## src/rtl/control_param_n_if.sv

```systemverilog
// Sequencer bus: job control, bank read data, steered lanes and memory/MAC controls.
interface control_param_n_if #(
  parameter int unsigned DATA_WIDTH           = 16,
  parameter int unsigned IFMAP_PAR            = 4,
  parameter int unsigned NUM_GROUPS           = 2,
  parameter int unsigned COUNT_SLOAD_BITWIDTH = 4
);
  localparam int unsigned INPUT_NUM_MEM = IFMAP_PAR * NUM_GROUPS;
  localparam int unsigned GROUP_W       = (NUM_GROUPS > 1) ? $clog2(NUM_GROUPS) : 1;

  logic                                  enable;
  logic                                  stall;
  logic [DATA_WIDTH*INPUT_NUM_MEM-1:0]   in_feature_q_a_all;
  logic [DATA_WIDTH*INPUT_NUM_MEM-1:0]   in_feature_q_b_all;
  logic [DATA_WIDTH*IFMAP_PAR-1:0]       in_feature_q_a_mux_all;
  logic [DATA_WIDTH*IFMAP_PAR-1:0]       in_feature_q_b_mux_all;
  logic                                  in_feature_rden_a;
  logic                                  in_feature_rden_b;
  logic                                  weight_rden_a;
  logic                                  weight_rden_b;
  logic                                  in_feature_wren_a;
  logic                                  in_feature_wren_b;
  logic                                  weight_wren_a;
  logic                                  weight_wren_b;
  logic                                  enable_addrger;
  logic                                  enable_weightaddrger;
  logic                                  enable_mult;
  logic                                  clear_mult;
  logic                                  accum_sload;
  logic [COUNT_SLOAD_BITWIDTH-1:0]       count_sload;
  logic [GROUP_W-1:0]                    group;
  logic                                  start;
  logic                                  conv_done;
  logic                                  busy;

  // Scheduler / memory side.
  modport master (
    output enable, stall, in_feature_q_a_all, in_feature_q_b_all,
    input  in_feature_q_a_mux_all, in_feature_q_b_mux_all,
           in_feature_rden_a, in_feature_rden_b, weight_rden_a, weight_rden_b,
           in_feature_wren_a, in_feature_wren_b, weight_wren_a, weight_wren_b,
           enable_addrger, enable_weightaddrger, enable_mult, clear_mult,
           accum_sload, count_sload, group, start, conv_done, busy
  );

  // Sequencer side.
  modport slave (
    input  enable, stall, in_feature_q_a_all, in_feature_q_b_all,
    output in_feature_q_a_mux_all, in_feature_q_b_mux_all,
           in_feature_rden_a, in_feature_rden_b, weight_rden_a, weight_rden_b,
           in_feature_wren_a, in_feature_wren_b, weight_wren_a, weight_wren_b,
           enable_addrger, enable_weightaddrger, enable_mult, clear_mult,
           accum_sload, count_sload, group, start, conv_done, busy
  );
endinterface

```

## src/rtl/control_param_n.sv

```systemverilog
// Convolution-engine sequencer: one output-feature-map pass per job with
// fill/run/drain phasing, stall, abort and channel-group lane steering.
module control_param_n #(
  parameter int unsigned DATA_WIDTH                = 16,
  parameter int unsigned IFMAP_PAR                 = 4,
  parameter int unsigned NUM_GROUPS                = 2,
  parameter int unsigned NUM_ONE_PIXEL_CYCLE       = 13,
  parameter int unsigned NUM_ONE_PIXEL_CYCLE_INTER = 13,
  parameter int unsigned PIPE_DELAY                = 4,
  parameter int unsigned OUT_FEATURE_WIDTH         = 32,
  parameter int unsigned OUT_FEATURE_HEIGHT        = 32,
  parameter int unsigned NUM_ONEMULT               = 1,
  parameter int unsigned COUNT_SLOAD_BITWIDTH      = 4,
  parameter int unsigned COUNT_CONV_DONE_BITWIDTH  = 12
) (
  input  logic               clock,
  input  logic               reset,
  control_param_n_if.slave   bus
);

  localparam int unsigned INPUT_NUM_MEM = IFMAP_PAR * NUM_GROUPS;
  localparam int unsigned TOTAL         = OUT_FEATURE_WIDTH * OUT_FEATURE_HEIGHT * NUM_ONEMULT;
  localparam int unsigned GROUP_W       = (NUM_GROUPS > 1) ? $clog2(NUM_GROUPS) : 1;
  localparam int unsigned BANK_W        = (INPUT_NUM_MEM > 1) ? $clog2(INPUT_NUM_MEM) : 1;
  localparam int unsigned PHASE_W       = $clog2(PIPE_DELAY + 1);
  localparam int unsigned CS_W          = COUNT_SLOAD_BITWIDTH;
  localparam int unsigned PIX_W         = COUNT_CONV_DONE_BITWIDTH;

  typedef enum logic [2:0] {
    S_IDLE  = 3'd0,
    S_FILL  = 3'd1,
    S_RUN   = 3'd2,
    S_DRAIN = 3'd3,
    S_DONE  = 3'd4
  } state_e;

  state_e             state_q, state_d;
  logic [PHASE_W-1:0] phase_q, phase_d;
  logic [CS_W-1:0]    cs_q, cs_d;
  logic [PIX_W-1:0]   pix_q, pix_d;
  logic [PIX_W-1:0]   pix_inc;
  logic [GROUP_W-1:0] grp_q, grp_d;
  logic               start_q, start_d;
  logic               done_q, done_d;
  logic               clear_q, clear_d;
  logic               rden_q, rden_d;
  logic               wren_q;
  logic               active;

  assign pix_inc = pix_q + PIX_W'(1);
  assign active  = (state_q == S_FILL) || (state_q == S_RUN) || (state_q == S_DRAIN);

  // State and counter registers.
  always_ff @(posedge clock) begin
    if (reset) begin
      state_q <= S_IDLE;
      phase_q <= '0;
      cs_q    <= '0;
      pix_q   <= '0;
      grp_q   <= '0;
      start_q <= 1'b0;
      done_q  <= 1'b0;
      clear_q <= 1'b0;
      rden_q  <= 1'b0;
      wren_q  <= 1'b0;
    end else begin
      state_q <= state_d;
      phase_q <= phase_d;
      cs_q    <= cs_d;
      pix_q   <= pix_d;
      grp_q   <= grp_d;
      start_q <= start_d;
      done_q  <= done_d;
      clear_q <= clear_d;
      rden_q  <= rden_d;
      wren_q  <= 1'b0;
    end
  end

  // Next-state and counter sequencing; abort and stall handled per phase.
  always_comb begin
    state_d = state_q;
    phase_d = phase_q;
    cs_d    = cs_q;
    pix_d   = pix_q;
    grp_d   = grp_q;
    start_d = start_q;
    done_d  = done_q;
    clear_d = 1'b0;

    unique case (state_q)
      S_IDLE: begin
        start_d = 1'b0;
        done_d  = 1'b0;
        if (bus.enable) begin
          state_d = S_FILL;
          clear_d = 1'b1;
          phase_d = '0;
          cs_d    = '0;
          pix_d   = '0;
          grp_d   = '0;
        end
      end
      S_FILL, S_DRAIN: begin
        if (!bus.enable) begin
          state_d = S_IDLE;
        end else if (!bus.stall) begin
          if (phase_q == PHASE_W'(PIPE_DELAY - 1)) begin
            phase_d = '0;
            if (state_q == S_FILL) begin
              state_d = S_RUN;
            end else begin
              state_d = S_DONE;
              done_d  = 1'b1;
            end
          end else begin
            phase_d = phase_q + PHASE_W'(1);
          end
        end
      end
      S_RUN: begin
        if (!bus.enable) begin
          state_d = S_IDLE;
        end else if (!bus.stall) begin
          if (cs_q == CS_W'(NUM_ONE_PIXEL_CYCLE - 1)) begin
            cs_d    = '0;
            pix_d   = pix_inc;
            start_d = 1'b1;
            grp_d   = (grp_q == GROUP_W'(NUM_GROUPS - 1)) ? '0 : grp_q + GROUP_W'(1);
            if (pix_inc == PIX_W'(TOTAL)) begin
              state_d = S_DRAIN;
            end
          end else begin
            cs_d = cs_q + CS_W'(1);
          end
        end
      end
      S_DONE: begin
        done_d = 1'b1;
        if (!bus.enable) begin
          state_d = S_IDLE;
        end
      end
      default: state_d = S_IDLE;
    endcase

    // Any return to IDLE (abort or acknowledge) wipes the job context.
    if (state_q != S_IDLE && state_d == S_IDLE) begin
      phase_d = '0;
      cs_d    = '0;
      pix_d   = '0;
      grp_d   = '0;
      start_d = 1'b0;
      done_d  = 1'b0;
    end

    rden_d = (state_d == S_FILL) || (state_d == S_RUN) || (state_d == S_DRAIN);
  end

  // Unpack bank read data for group-based indexing.
  logic [DATA_WIDTH-1:0] bank_a [INPUT_NUM_MEM];
  logic [DATA_WIDTH-1:0] bank_b [INPUT_NUM_MEM];

  for (genvar k = 0; k < INPUT_NUM_MEM; k++) begin : g_bank
    assign bank_a[k] = bus.in_feature_q_a_all[k*DATA_WIDTH +: DATA_WIDTH];
    assign bank_b[k] = bus.in_feature_q_b_all[k*DATA_WIDTH +: DATA_WIDTH];
  end

  // Lane steering: lane i reads bank group*IFMAP_PAR+i, zeroed past the valid taps.
  logic [DATA_WIDTH*IFMAP_PAR-1:0] mux_a;
  logic [DATA_WIDTH*IFMAP_PAR-1:0] mux_b;
  logic                            tap_a_ok;
  logic                            tap_b_ok;
  logic [BANK_W-1:0]               sel;

  always_comb begin
    mux_a    = '0;
    mux_b    = '0;
    sel      = '0;
    tap_a_ok = (32'(cs_q) < NUM_ONE_PIXEL_CYCLE_INTER);
    tap_b_ok = ((32'(cs_q) + 32'd1) < NUM_ONE_PIXEL_CYCLE_INTER);
    for (int unsigned i = 0; i < IFMAP_PAR; i++) begin
      sel = BANK_W'(32'(grp_q) * IFMAP_PAR + i);
      mux_a[i*DATA_WIDTH +: DATA_WIDTH] = tap_a_ok ? bank_a[sel] : '0;
      mux_b[i*DATA_WIDTH +: DATA_WIDTH] = tap_b_ok ? bank_b[sel] : '0;
    end
  end

  assign bus.in_feature_q_a_mux_all = mux_a;
  assign bus.in_feature_q_b_mux_all = mux_b;

  assign bus.in_feature_rden_a    = rden_q;
  assign bus.in_feature_rden_b    = rden_q;
  assign bus.weight_rden_a        = rden_q;
  assign bus.weight_rden_b        = rden_q;
  assign bus.in_feature_wren_a    = wren_q;
  assign bus.in_feature_wren_b    = wren_q;
  assign bus.weight_wren_a        = wren_q;
  assign bus.weight_wren_b        = wren_q;

  // Advance strobes drop in the same cycle a stall is raised.
  assign bus.enable_addrger       = active && !bus.stall;
  assign bus.enable_weightaddrger = active && !bus.stall;
  assign bus.enable_mult          = active && !bus.stall;

  assign bus.clear_mult  = clear_q;
  assign bus.accum_sload = (state_q == S_RUN) && (cs_q == '0);
  assign bus.count_sload = cs_q;
  assign bus.group       = grp_q;
  assign bus.start       = start_q;
  assign bus.conv_done   = done_q;
  assign bus.busy        = (state_q != S_IDLE);

endmodule

```

## src/flat_wrapper.sv

```systemverilog
// flat-port wrapper written by rule: the top's interface ports become plain ports
module control_param_n_flat 
#(
  parameter int unsigned DATA_WIDTH                = 16,
  parameter int unsigned IFMAP_PAR                 = 4,
  parameter int unsigned NUM_GROUPS                = 2,
  parameter int unsigned NUM_ONE_PIXEL_CYCLE       = 13,
  parameter int unsigned NUM_ONE_PIXEL_CYCLE_INTER = 13,
  parameter int unsigned PIPE_DELAY                = 4,
  parameter int unsigned OUT_FEATURE_WIDTH         = 32,
  parameter int unsigned OUT_FEATURE_HEIGHT        = 32,
  parameter int unsigned NUM_ONEMULT               = 1,
  parameter int unsigned COUNT_SLOAD_BITWIDTH      = 4,
  parameter int unsigned COUNT_CONV_DONE_BITWIDTH  = 12
)
  (clock, reset, bus_enable, bus_stall, bus_in_feature_q_a_all, bus_in_feature_q_b_all, bus_in_feature_q_a_mux_all, bus_in_feature_q_b_mux_all, bus_in_feature_rden_a, bus_in_feature_rden_b, bus_weight_rden_a, bus_weight_rden_b, bus_in_feature_wren_a, bus_in_feature_wren_b, bus_weight_wren_a, bus_weight_wren_b, bus_enable_addrger, bus_enable_weightaddrger, bus_enable_mult, bus_clear_mult, bus_accum_sload, bus_count_sload, bus_group, bus_start, bus_conv_done, bus_busy);
  control_param_n_if #(.DATA_WIDTH(DATA_WIDTH), .IFMAP_PAR(IFMAP_PAR), .NUM_GROUPS(NUM_GROUPS), .COUNT_SLOAD_BITWIDTH(COUNT_SLOAD_BITWIDTH)) bus_i ();
  input  logic clock;
  input  logic reset;
  input wire logic [$bits(bus_i.enable)-1:0] bus_enable;
  input wire logic [$bits(bus_i.stall)-1:0] bus_stall;
  input wire logic [$bits(bus_i.in_feature_q_a_all)-1:0] bus_in_feature_q_a_all;
  input wire logic [$bits(bus_i.in_feature_q_b_all)-1:0] bus_in_feature_q_b_all;
  output wire logic [$bits(bus_i.in_feature_q_a_mux_all)-1:0] bus_in_feature_q_a_mux_all;
  output wire logic [$bits(bus_i.in_feature_q_b_mux_all)-1:0] bus_in_feature_q_b_mux_all;
  output wire logic [$bits(bus_i.in_feature_rden_a)-1:0] bus_in_feature_rden_a;
  output wire logic [$bits(bus_i.in_feature_rden_b)-1:0] bus_in_feature_rden_b;
  output wire logic [$bits(bus_i.weight_rden_a)-1:0] bus_weight_rden_a;
  output wire logic [$bits(bus_i.weight_rden_b)-1:0] bus_weight_rden_b;
  output wire logic [$bits(bus_i.in_feature_wren_a)-1:0] bus_in_feature_wren_a;
  output wire logic [$bits(bus_i.in_feature_wren_b)-1:0] bus_in_feature_wren_b;
  output wire logic [$bits(bus_i.weight_wren_a)-1:0] bus_weight_wren_a;
  output wire logic [$bits(bus_i.weight_wren_b)-1:0] bus_weight_wren_b;
  output wire logic [$bits(bus_i.enable_addrger)-1:0] bus_enable_addrger;
  output wire logic [$bits(bus_i.enable_weightaddrger)-1:0] bus_enable_weightaddrger;
  output wire logic [$bits(bus_i.enable_mult)-1:0] bus_enable_mult;
  output wire logic [$bits(bus_i.clear_mult)-1:0] bus_clear_mult;
  output wire logic [$bits(bus_i.accum_sload)-1:0] bus_accum_sload;
  output wire logic [$bits(bus_i.count_sload)-1:0] bus_count_sload;
  output wire logic [$bits(bus_i.group)-1:0] bus_group;
  output wire logic [$bits(bus_i.start)-1:0] bus_start;
  output wire logic [$bits(bus_i.conv_done)-1:0] bus_conv_done;
  output wire logic [$bits(bus_i.busy)-1:0] bus_busy;
  assign bus_i.enable = bus_enable;
  assign bus_i.stall = bus_stall;
  assign bus_i.in_feature_q_a_all = bus_in_feature_q_a_all;
  assign bus_i.in_feature_q_b_all = bus_in_feature_q_b_all;
  assign bus_in_feature_q_a_mux_all = bus_i.in_feature_q_a_mux_all;
  assign bus_in_feature_q_b_mux_all = bus_i.in_feature_q_b_mux_all;
  assign bus_in_feature_rden_a = bus_i.in_feature_rden_a;
  assign bus_in_feature_rden_b = bus_i.in_feature_rden_b;
  assign bus_weight_rden_a = bus_i.weight_rden_a;
  assign bus_weight_rden_b = bus_i.weight_rden_b;
  assign bus_in_feature_wren_a = bus_i.in_feature_wren_a;
  assign bus_in_feature_wren_b = bus_i.in_feature_wren_b;
  assign bus_weight_wren_a = bus_i.weight_wren_a;
  assign bus_weight_wren_b = bus_i.weight_wren_b;
  assign bus_enable_addrger = bus_i.enable_addrger;
  assign bus_enable_weightaddrger = bus_i.enable_weightaddrger;
  assign bus_enable_mult = bus_i.enable_mult;
  assign bus_clear_mult = bus_i.clear_mult;
  assign bus_accum_sload = bus_i.accum_sload;
  assign bus_count_sload = bus_i.count_sload;
  assign bus_group = bus_i.group;
  assign bus_start = bus_i.start;
  assign bus_conv_done = bus_i.conv_done;
  assign bus_busy = bus_i.busy;
  control_param_n #(.DATA_WIDTH(DATA_WIDTH), .IFMAP_PAR(IFMAP_PAR), .NUM_GROUPS(NUM_GROUPS), .NUM_ONE_PIXEL_CYCLE(NUM_ONE_PIXEL_CYCLE), .NUM_ONE_PIXEL_CYCLE_INTER(NUM_ONE_PIXEL_CYCLE_INTER), .PIPE_DELAY(PIPE_DELAY), .OUT_FEATURE_WIDTH(OUT_FEATURE_WIDTH), .OUT_FEATURE_HEIGHT(OUT_FEATURE_HEIGHT), .NUM_ONEMULT(NUM_ONEMULT), .COUNT_SLOAD_BITWIDTH(COUNT_SLOAD_BITWIDTH), .COUNT_CONV_DONE_BITWIDTH(COUNT_CONV_DONE_BITWIDTH)) u_core (.clock(clock), .reset(reset), .bus(bus_i));
endmodule
```

## config.mk

```make
export PLATFORM = sky130hd
export DESIGN_NAME = control_param_n_flat
export DESIGN_NICKNAME = d
export VERILOG_FILES = /design/src/rtl/control_param_n_if.sv /design/src/rtl/control_param_n.sv /design/src/flat_wrapper.sv
export SDC_FILE = /design/constraint.sdc
export NUM_CORES = 1
export LEC_CHECK = 0
export CORE_AREA = 2 2 161 163
export DETAILED_ROUTE_END_ITERATION = 10
export DIE_AREA = 0 0 163 165
export HOLD_SLACK_MARGIN = 0.05
export PLACE_DENSITY_LB_ADDON = 0.3
export SLEW_MARGIN = 5
export SYNTH_ARGS = -nofsm -noshare
export SYNTH_HDL_FRONTEND = slang
export SYNTH_SLANG_ARGS = --single-unit
```

## constraint.sdc

```tcl
create_clock -name clock -period 3.85 [get_ports clock]
set_input_delay 0.77 -clock clock [delete_from_list [all_inputs] [get_ports clock]]
set_output_delay 0.77 -clock clock [all_outputs]
set_load 0.01 [all_outputs]
```

## Yosys cells after proc, flatten, opt, wreduce, memory -nomap -nowiden

Index checks and enable logic that the tools add are counted.

- Register bits: 27
- Word-level logic and storage cells: 143

- Bitwise logic cells: 5
- Magnitude comparators: 6
- Add/sub/neg operators: 8
- Mux-type cells: 74
- Reductions and logical operators: 23
- Eq/ne operators: 18

Operators with widths:

| operator | count |
|---|---|
| $bmux W16 S3 | 8 |
| $mux W16 | 24 |
| $mux W12 | 4 |
| $mux W3 | 14 |
| $lt A32 B4 Y1 const B | 1 |
| $pmux W12 S2 | 1 |
| $ge A4 B4 Y1 const B | 4 |
| $mux W4 | 4 |
| $not A3 Y4 | 4 |
| $eq A3 B2 Y1 const B | 5 |
| $mux W1 | 13 |
| $add A12 B1 Y12 const B | 1 |
| $eq A12 B11 Y1 const B | 1 |
| $ne A2 B2 Y1 const B | 6 |
| $pmux W3 S4 | 1 |
| $reduce_and A4 Y1 | 3 |
| $reduce_and A5 Y1 | 2 |
| $pmux W4 S2 | 1 |
| $add A3 B1 Y3 const B | 2 |
| $add A3 B2 Y3 const B | 2 |
| $eq A3 B1 Y1 const B | 2 |
| $logic_not A3 Y1 | 2 |
| $pmux W3 S2 | 1 |
| $reduce_bool A3 Y1 | 2 |
| 16 further kinds | 26 |

## Logic depth before layout (Yosys ltp)

Gate-level depths: netlist of run 1.

- Depth in word-level cells: 10
- Gate-level depth with buffers: 8
- Depth with buffers taken out: 7

## Worst setup path after synthesis of run 1

No wires, ideal clock.

- Kind: flip-flop to output port
- Start point: register u_core.cs_q[0], in the netlist u_core.bus.count_sload[0]
- End point: output bus_in_feature_q_b_mux_all[0]
- Path slack: 1.296 ns
- Data arrival time: 1.784 ns
- Buffers on the path: 2
- Cell stages (with the launch flop): 7
- Path through: dfxtp_1 ha_1 or3_1 a21boi_0 clkbuf_1 clkbuf_1 nor2_1

- Word-level cells in the longest chain between the ends: 3

Ends and longest elaborated chain:

| item | line | text |
|---|---|---|
| from (decl) | control_param_n.sv:39 | `logic [CS_W-1:0] cs_q, cs_d;` |
| from (signal assigned) | control_param_n.sv:69 | `cs_q <= cs_d;` |
| $add A4 B1 Y5 | control_param_n.sv:181 | `tap_b_ok = ((32'(cs_q) + 32'd1) < NUM_ONE_PIXEL_CYCLE_INTER);` |
| $lt A32 B4 Y1 | control_param_n.sv:181 |  |
| $mux W16 | control_param_n.sv:185 | `mux_b[i*DATA_WIDTH +: DATA_WIDTH] = tap_b_ok ? bank_b[sel] : '0;` |
| to (decl) | flat_wrapper.sv:25 | `output wire logic [$bits(bus_i.in_feature_q_b_mux_all)-1:0] bus_in_feature_q_b_mux_all;` |

No other way between the ends.

## Worst setup path in the final report of run 1

- Start point: register u_core.cs_q[0], in the netlist u_core.bus.count_sload[0]
- End point: output bus_in_feature_q_b_mux_all[9]

The elaborated chain is that of the path after synthesis.

==> impl_results.md, run 1 <==
- Hold_buf cts: 0
- Slew Limit Headroom: 51.17%
- Pleak: 2.693 nW
- Peak VDD IR: 0.0001345 V
- Synthesized area: 3438 µm²
- Hold path startpoint: u_core.phase_q[2]
- Reg clk slew, reported paths: 0.07 ns
- Wire length per cell: 15.91 µm
- Total Routing Usage GR: 12.65%
- Seq cells post-synth: 27
- Total grt overflow: 0
- Placed Cells: 1180
- Power consumption: 1.087 mW
- Fraction of layout cells with a size suffix above 1: 1.874%
- GP Congestion: 0.7473
- Reg2Reg Depth: 5
- XOR/XNOR share of the synthesized area: 1.019%
- DRC: 0
- Number of synthesized flops with an enable pin: 0
- Yosys warnings: 0
- Initial antenna violation count: 0
- Largest family of logic cells by synthesized area: multiplexers
- CTS Buffer Depth: 2
- Compound-cell area share of the yosys netlist: 9.425%
- Dominant cells by area after synthesis: mux2i_1 37%, nor2_1 17%, dfxtp_1 16%
- Final min period: 3.197 ns
- Core area: 25040 µm²
- Pwr dens: 137.6 nW/µm²
- Clock Skew: 0.005300 ns
- Highest routed layer: met4
- Worst-path fanout max: 64
- Mapped Cells: 484
- DP HPWL: 15.88 mm
- # IOs: 409
- Reg2Reg Setup Slack: 1.62 ns
- Total die area: 26900 µm²
- TNS Setup: 0 ns
- TritonCTS clock tree: built
- H-tree depth: 1
- Largest net degree at the start of global routing: 65
- Tcrit/Tclk final: 83.03%
- Maximum clock frequency: 0.3128 GHz
- Total length of routed wires: 18.84 mm
- Vias per cell: 3.960
- Vias in the first global route: 4638
- Die height: 165 µm
- Mean post-synth cell area: 7.104 µm²
- # setup viols final: 0
- Vias: 4689
- Hold worst-path end: u_core.phase_q[2]
- Final hold viol count: 0
- Antenna cell count: 0
- Metal3 WL: 1.239 mm
- Initial cell density of the core: 13.73%
- Die W: 163 µm
- Setup Crit Path Kind: reg2out
- Crit path DAT: 2.43 ns
- Type of destination of the critical path: primary output
- Skew-Pair Late Insertion Delay: 0.26 ns
- Utilization after layout: 31.55%
- Post-synth top area share: 37.26%
- Met2 wire length: 9.670 mm
- Hold Crit Depth: 2
- Post-Synth Simple-Gate Area: 27.95%
- Slew @ Worst Pin: 0.7325 ns
- CP startpoint kind: flip-flop
- Area Growth Syn to Fin: 129.8%
- IO Port Bufs: 404
- Wire length of the first global-routing pass: 26.35 mm
- Sequential share of the synthesized area: 15.72%
- Netlist cell types: 47
- Site row count: 58
- Final #Nets: 1120
- Slew Limit Fails: 0
- Root Buffer: clkbuf_16
- Synth async-reset ratio: 0%
- Max Cap Viol: 0
- Routed Antenna Nets: 0
- Postcts setup bufs: 0
- Drt first pass iters: 4
- Reg2reg start: u_core.state_q[1]
- Mux cell area share after synthesis: 37.26%
- Total CTS buffers: 3
- CTS Sinks: 27
- Met1 Wirelength: 7.681 mm
- Fin Hold WS: 0.4678 ns
- Synth Area in Adders: 1.820%
- Outcome: complete, no violations
- Worst Hold Class: reg2reg
- RSZ-0062 raised after global routing: no
- Worst EP required: 3.08 ns
- Layout Cells excl Fill: 1184
- CTS resizes: 0
- Reg-to-reg endpoint: u_core.pix_q[8]
- Initial drt markers: 247
- Top FF cell, synth: dfxtp_1
- Yosys top cell by area: mux2i_1
final cells by class:
cell class                 instances  area, µm²
multi-input combinational        410       2698
timing repair buffer             411       4159
clock buffer                       4      78.83
tap                              330      412.9
fill                            2660      17140
inverter                           2      7.507
sequential                        27      544.3
worst max-delay path, stage by stage (launching register included):
cell and delay [ns]:
dfxtp_1 0.37, ha_1 0.25, or3_1 0.40, a21boi_4 0.19, buf_12 0.27, nor2_1 0.13
clkdlybuf4s50_1 0.52
worst max-delay path by stage:
stage	from	endpoint	slack [ns]
after global placement	bus_in_feature_q_b_all[70]	bus_in_feature_q_b_mux_all[6]	0.82
after CTS	u_core.bus.count_sload[0]	bus_in_feature_q_b_mux_all[9]	0.60
after detailed placement	bus_in_feature_q_b_all[70]	bus_in_feature_q_b_mux_all[6]	0.80
after global routing	u_core.bus.count_sload[0]	bus_in_feature_q_b_mux_all[9]	0.47
final	u_core.bus.count_sload[0]	bus_in_feature_q_b_mux_all[9]	0.65
after floorplan	u_core.bus.count_sload[0]	bus_in_feature_q_b_mux_all[0]	1.30
state kept, by name (all words and copies together) (netlist names), 3 cells and up:
name,cells
u_core.pix_q,12
u_core.phase_q,3
u_core.state_q,3
u_core.bus.count_sload,4
cells by family after synthesis:
group	count (synthesis)
AO/OA/AOI/OAI	52
XOR/XNOR	4
adder cells (fa/ha/maj)	5
buffers and inverters	50
flip-flops	27
multiplexers	128
other	1
AND/OR/NAND/NOR	217
per-layer routing:
layer  global-route usage [%]  vias to the layer above
met4                    2.253                        0
met1                    15.56                     2059
met3                    2.662                       16
met2                    22.88                      202
li1                         -                     2412
met5                        0                        -
through the flow:
stage | worst slack, ns | cell area (µm²)
global route | 0.4718 | 7900
global placement | 0.8207 | 7821
CTS | 0.5957 | 7900
floorplan | 1.296 | 3450
detailed placement | 0.8031 | 7821
finish | 0.6534 | 7900
power breakdown:
group	internal (mW)	switching, mW	total (mW)
Combinational	0.390	0.175	0.564
Clock	0.142	0.0979	0.240
Sequential	0.281	0.00219	0.283
Total	0.812	0.275	1.09
Yosys cell counts (2+ instances only):
cell       count
a211oi_1       2
a21o_1         3
a21oi_1       19
a22oi_1        3
a311oi_1       4
a31oi_1        2
a32oi_1        2
and4_1         2
buf_1          6
buf_4          9
clkbuf_1      31
dfxtp_1       27
ha_1           5
inv_1          2
mux2i_1      128
nand2_1       14
nand2b_1       2
nand3_1        6
nand3b_1       2
nand4_1        2
nand4bb_1      3
nor2_1       160
nor2b_1        4
nor3_1         5
nor4_1         4
o21ai_0       11
or3_1          3
xnor2_1        4
layout by cell type, fill, tap and decap left out, drive strengths merged, types with 2 or more instances in the layout:
| master | count |
|---|---|
| nor4 | 4 |
| conb | 4 |
| nor2 | 160 |
| nand3 | 6 |
| a211oi | 2 |
| xnor2 | 4 |
| nand3b | 2 |
| inv | 2 |
| clkdlybuf4s50 | 404 |
| a31oi | 2 |
| nor2b | 4 |
| a32oi | 2 |
| nand4 | 2 |
| a311oi | 4 |
| nand4bb | 3 |
| mux2i | 128 |
| a21oi | 19 |
| dfxtp | 27 |
| nor3 | 6 |
| a22oi | 3 |
| clkbuf | 4 |
| a21o | 3 |
| nand2b | 2 |
| buf | 7 |
| or3 | 3 |
| and4 | 2 |
| nand2 | 14 |
| ha | 5 |
| o21ai | 12 |
(Power assumes the default switching activity.)
==> run 2, diff against run 1 <==
Clock period 3.85 ns to 2.75 ns, I/O delays scaled along.
==> run 2 against run 1 <==
Net effect: die area unchanged; non-clock buffer count increased by 23; count of clock-buffer cells in the layout decreased by 1; final cell count increased by 2.1%; total power increased by 37%; flip-flop and latch count unchanged; first-iteration DRC count decreased by 22%; sequential share of layout area decreased by 0.26 points; sequential power increased by 40%; clock power increased by 39%; clock skew decreased by 0.0028 ns; global-route usage increased by 0.34 points.
==> impl_results.md, run 2 (same netlist as run 1, synthesis figures left out) <==
- Worst-path fanout max: 13 (-80%)
- Total length of routed wires: 20.48 mm (+8.7%)
- Area Growth Syn to Fin: 139.8%
- Slew @ Worst Pin: 0.7375 ns (+0.005010 ns)
- Wire length per cell: 16.94 µm (+6.5%)
- Highest routed layer: met4
- Skew-Pair Late Insertion Delay: 0.26 ns (about the same)
- Fraction of layout cells with a size suffix above 1: 5.131% (+3.3 points)
- Tcrit/Tclk final: 98.76%
- IO Port Bufs: 404 (unchanged)
- GP Congestion: 0.7705 (+3.1%)
- Met2 wire length: 10.61 mm (+9.7%)
- Worst Hold Class: reg2reg
- Area after DPL: 7911 µm² (+1.2%)
- Setup crit start: u_core.bus.count_sload[0]
- Root Buffer: clkbuf_16
- Final #Nets: 1143 (+2.1%)
- RSZ-0062 raised after global routing: yes
- Die W: 163 µm (unchanged)
- Initial drt markers: 192 (-22%)
- CTS Buffer Depth: 2 (unchanged)
- Drt first pass iters: 4 (unchanged)
- Commonest non-fill, non-tap cells in the layout: 336 x clkdlybuf4s50_1, 159 x nor2_1, 128 x mux2i_1
- Worst EP required: 2.20 ns (-0.88 ns)
- Hold Crit Depth: 2 (unchanged)
- Slew Limit Headroom: 50.83% (-0.33 points)
- Total Routing Usage GR: 13.00% (+0.34 points)
- Reg2Reg Depth: 8 (+3)
- Maximum clock frequency: 0.3682 GHz
- Crit path DAT: 2.17 ns (-0.26 ns)
- Slew Limit Fails: 0 (unchanged)
- Hold path startpoint: u_core.phase_q[2]
- Utilization after layout: 32.93% (+1.4 points)
- Largest Register: u_core.pix_q
- Peak VDD IR: 0.0001961 V (+46%)
- Routed Antenna Nets: 0 (unchanged)
- Hold_buf cts: 0 (unchanged)
- Pleak: 3.116 nW (+16%)
- Metal3 WL: 1.483 mm (+20%)
- H-tree depth: 1 (unchanged)
- Wire length of the first global-routing pass: 27.01 mm (+2.5%)
- Reg2reg start: u_core.bus.count_sload[0]
- Met1 Wirelength: 8.278 mm (+7.8%)
- Filler cells: 2652 (-0.30%)
- Vias: 4844 (+3.3%)
- Initial antenna violation count: 2 (+2)
- Final Cell Area: 8244 µm² (+4.4%)
- CP startpoint kind: flip-flop
- DP HPWL: 15.99 mm (+0.66%)
- Die height: 165 µm (unchanged)
- Final min period: 2.716 ns
- Type of destination of the critical path: primary output
- Pwr dens: 180.7 nW/µm² (+31%)
- DRC: 0 (unchanged)
- Core area: 25040 µm² (unchanged)
- Number of flip-flops in the largest register: 12 (unchanged)
- Largest net degree at the start of global routing: 65 (unchanged)
- Most common cell after layout, fill and taps aside: clkdlybuf4s50_1
- # setup viols final: 0 (unchanged)
- Reg clk slew, reported paths: 0.07 ns (about the same)
- Initial cell density of the core: 13.73% (unchanged)
- Total CTS buffers: 3 (unchanged)
- Max Cap Viol: 0 (unchanged)
- Total die area: 26900 µm² (unchanged)
- # IOs: 409 (unchanged)
- Final hold viol count: 0 (unchanged)
- Vias per cell: 4.007 (+1.2%)
- Total grt overflow: 0 (unchanged)
- Clock Skew: 0.002467 ns (-0.002833 ns)
- Fin Hold WS: 0.4823 ns (+0.01451 ns)
- Vias in the first global route: 4635 (-0.065%)
- Site row count: 58 (unchanged)
- CTS Sinks: 27 (unchanged)
- Setup Crit Path Kind: reg2out
- Outcome: complete, no violations
- TritonCTS clock tree: built
==> run 2: where the power goes <==
group	internal (mW)	switching [mW]	total, mW
Clock	0.196	0.137	0.333
Sequential	0.393	0.00303	0.396
Combinational	0.521	0.239	0.761
Total	1.11	0.379	1.49
==> run 2: cell type report <==
type	count	area [µm²]	share of cell area (%)
Timing Repair Buffer	434	4484	54.39
Inverter	2	7.507	0.09106
Clock inverter	1	5.005	0.06071
Sequential cell	27	546.8	6.632
Tap cell	330	412.9	5.008
Antenna cell	2	5.005	0.06071
Clock buffer	3	75.07	0.9106
Multi-Input combinational cell	410	2708	32.84
==> run 2: final timing paths <==
| path | to | slack, ns |
|---|---|---|
| hold / removal | u_core.phase_q[2] | 0.48 |
| setup reg to reg | u_core.pix_q[8] | 0.52 |
| hold reg to reg | u_core.phase_q[2] | 0.48 |
| setup / recovery | bus_in_feature_q_b_mux_all[36] | 0.03 |
==> run 2: per-stage QoR <==
step | power [mW] | TNS (ns) | cells | worst slack, ns
after global routing | 1.574 | -0.9193 | 1207 | -0.04817
after global placement | 1.199 | 0 | 1192 | 0.1574
after CTS | 1.518 | -0.1465 | 1201 | -0.02799
after floorplan | 0.5941 | 0 | 487 | 0.4160
after detailed placement | 1.200 | 0 | 1192 | 0.1167
final | 1.490 | 0 | 1209 | 0.03400
==> run 2: critical path, stage by stage, from the launching register on <==
cell,delay (ns)
dfxtp_2,0.35
ha_2,0.21
or3_4,0.38
a21boi_4,0.19
buf_6,0.15
bufbuf_16,0.28
nor2_1,0.06
dlygate4sd2_1,0.29
==> run 2: what timing repair did <==
action | CTS | global route
pin swaps | 1 | 1
endpoints found under the setup margin | 64 | 102
buffers inserted | 3 | 2
cloned | 3 | 4
gates resized for setup | 53 | 31
==> run 2: layer usage <==
metal	vias up	track usage (%)
li1	2467	-
met1	2189	15.99
met2	182	23.44
met3	6	3.566
met4	0	1.086
met5	-	0
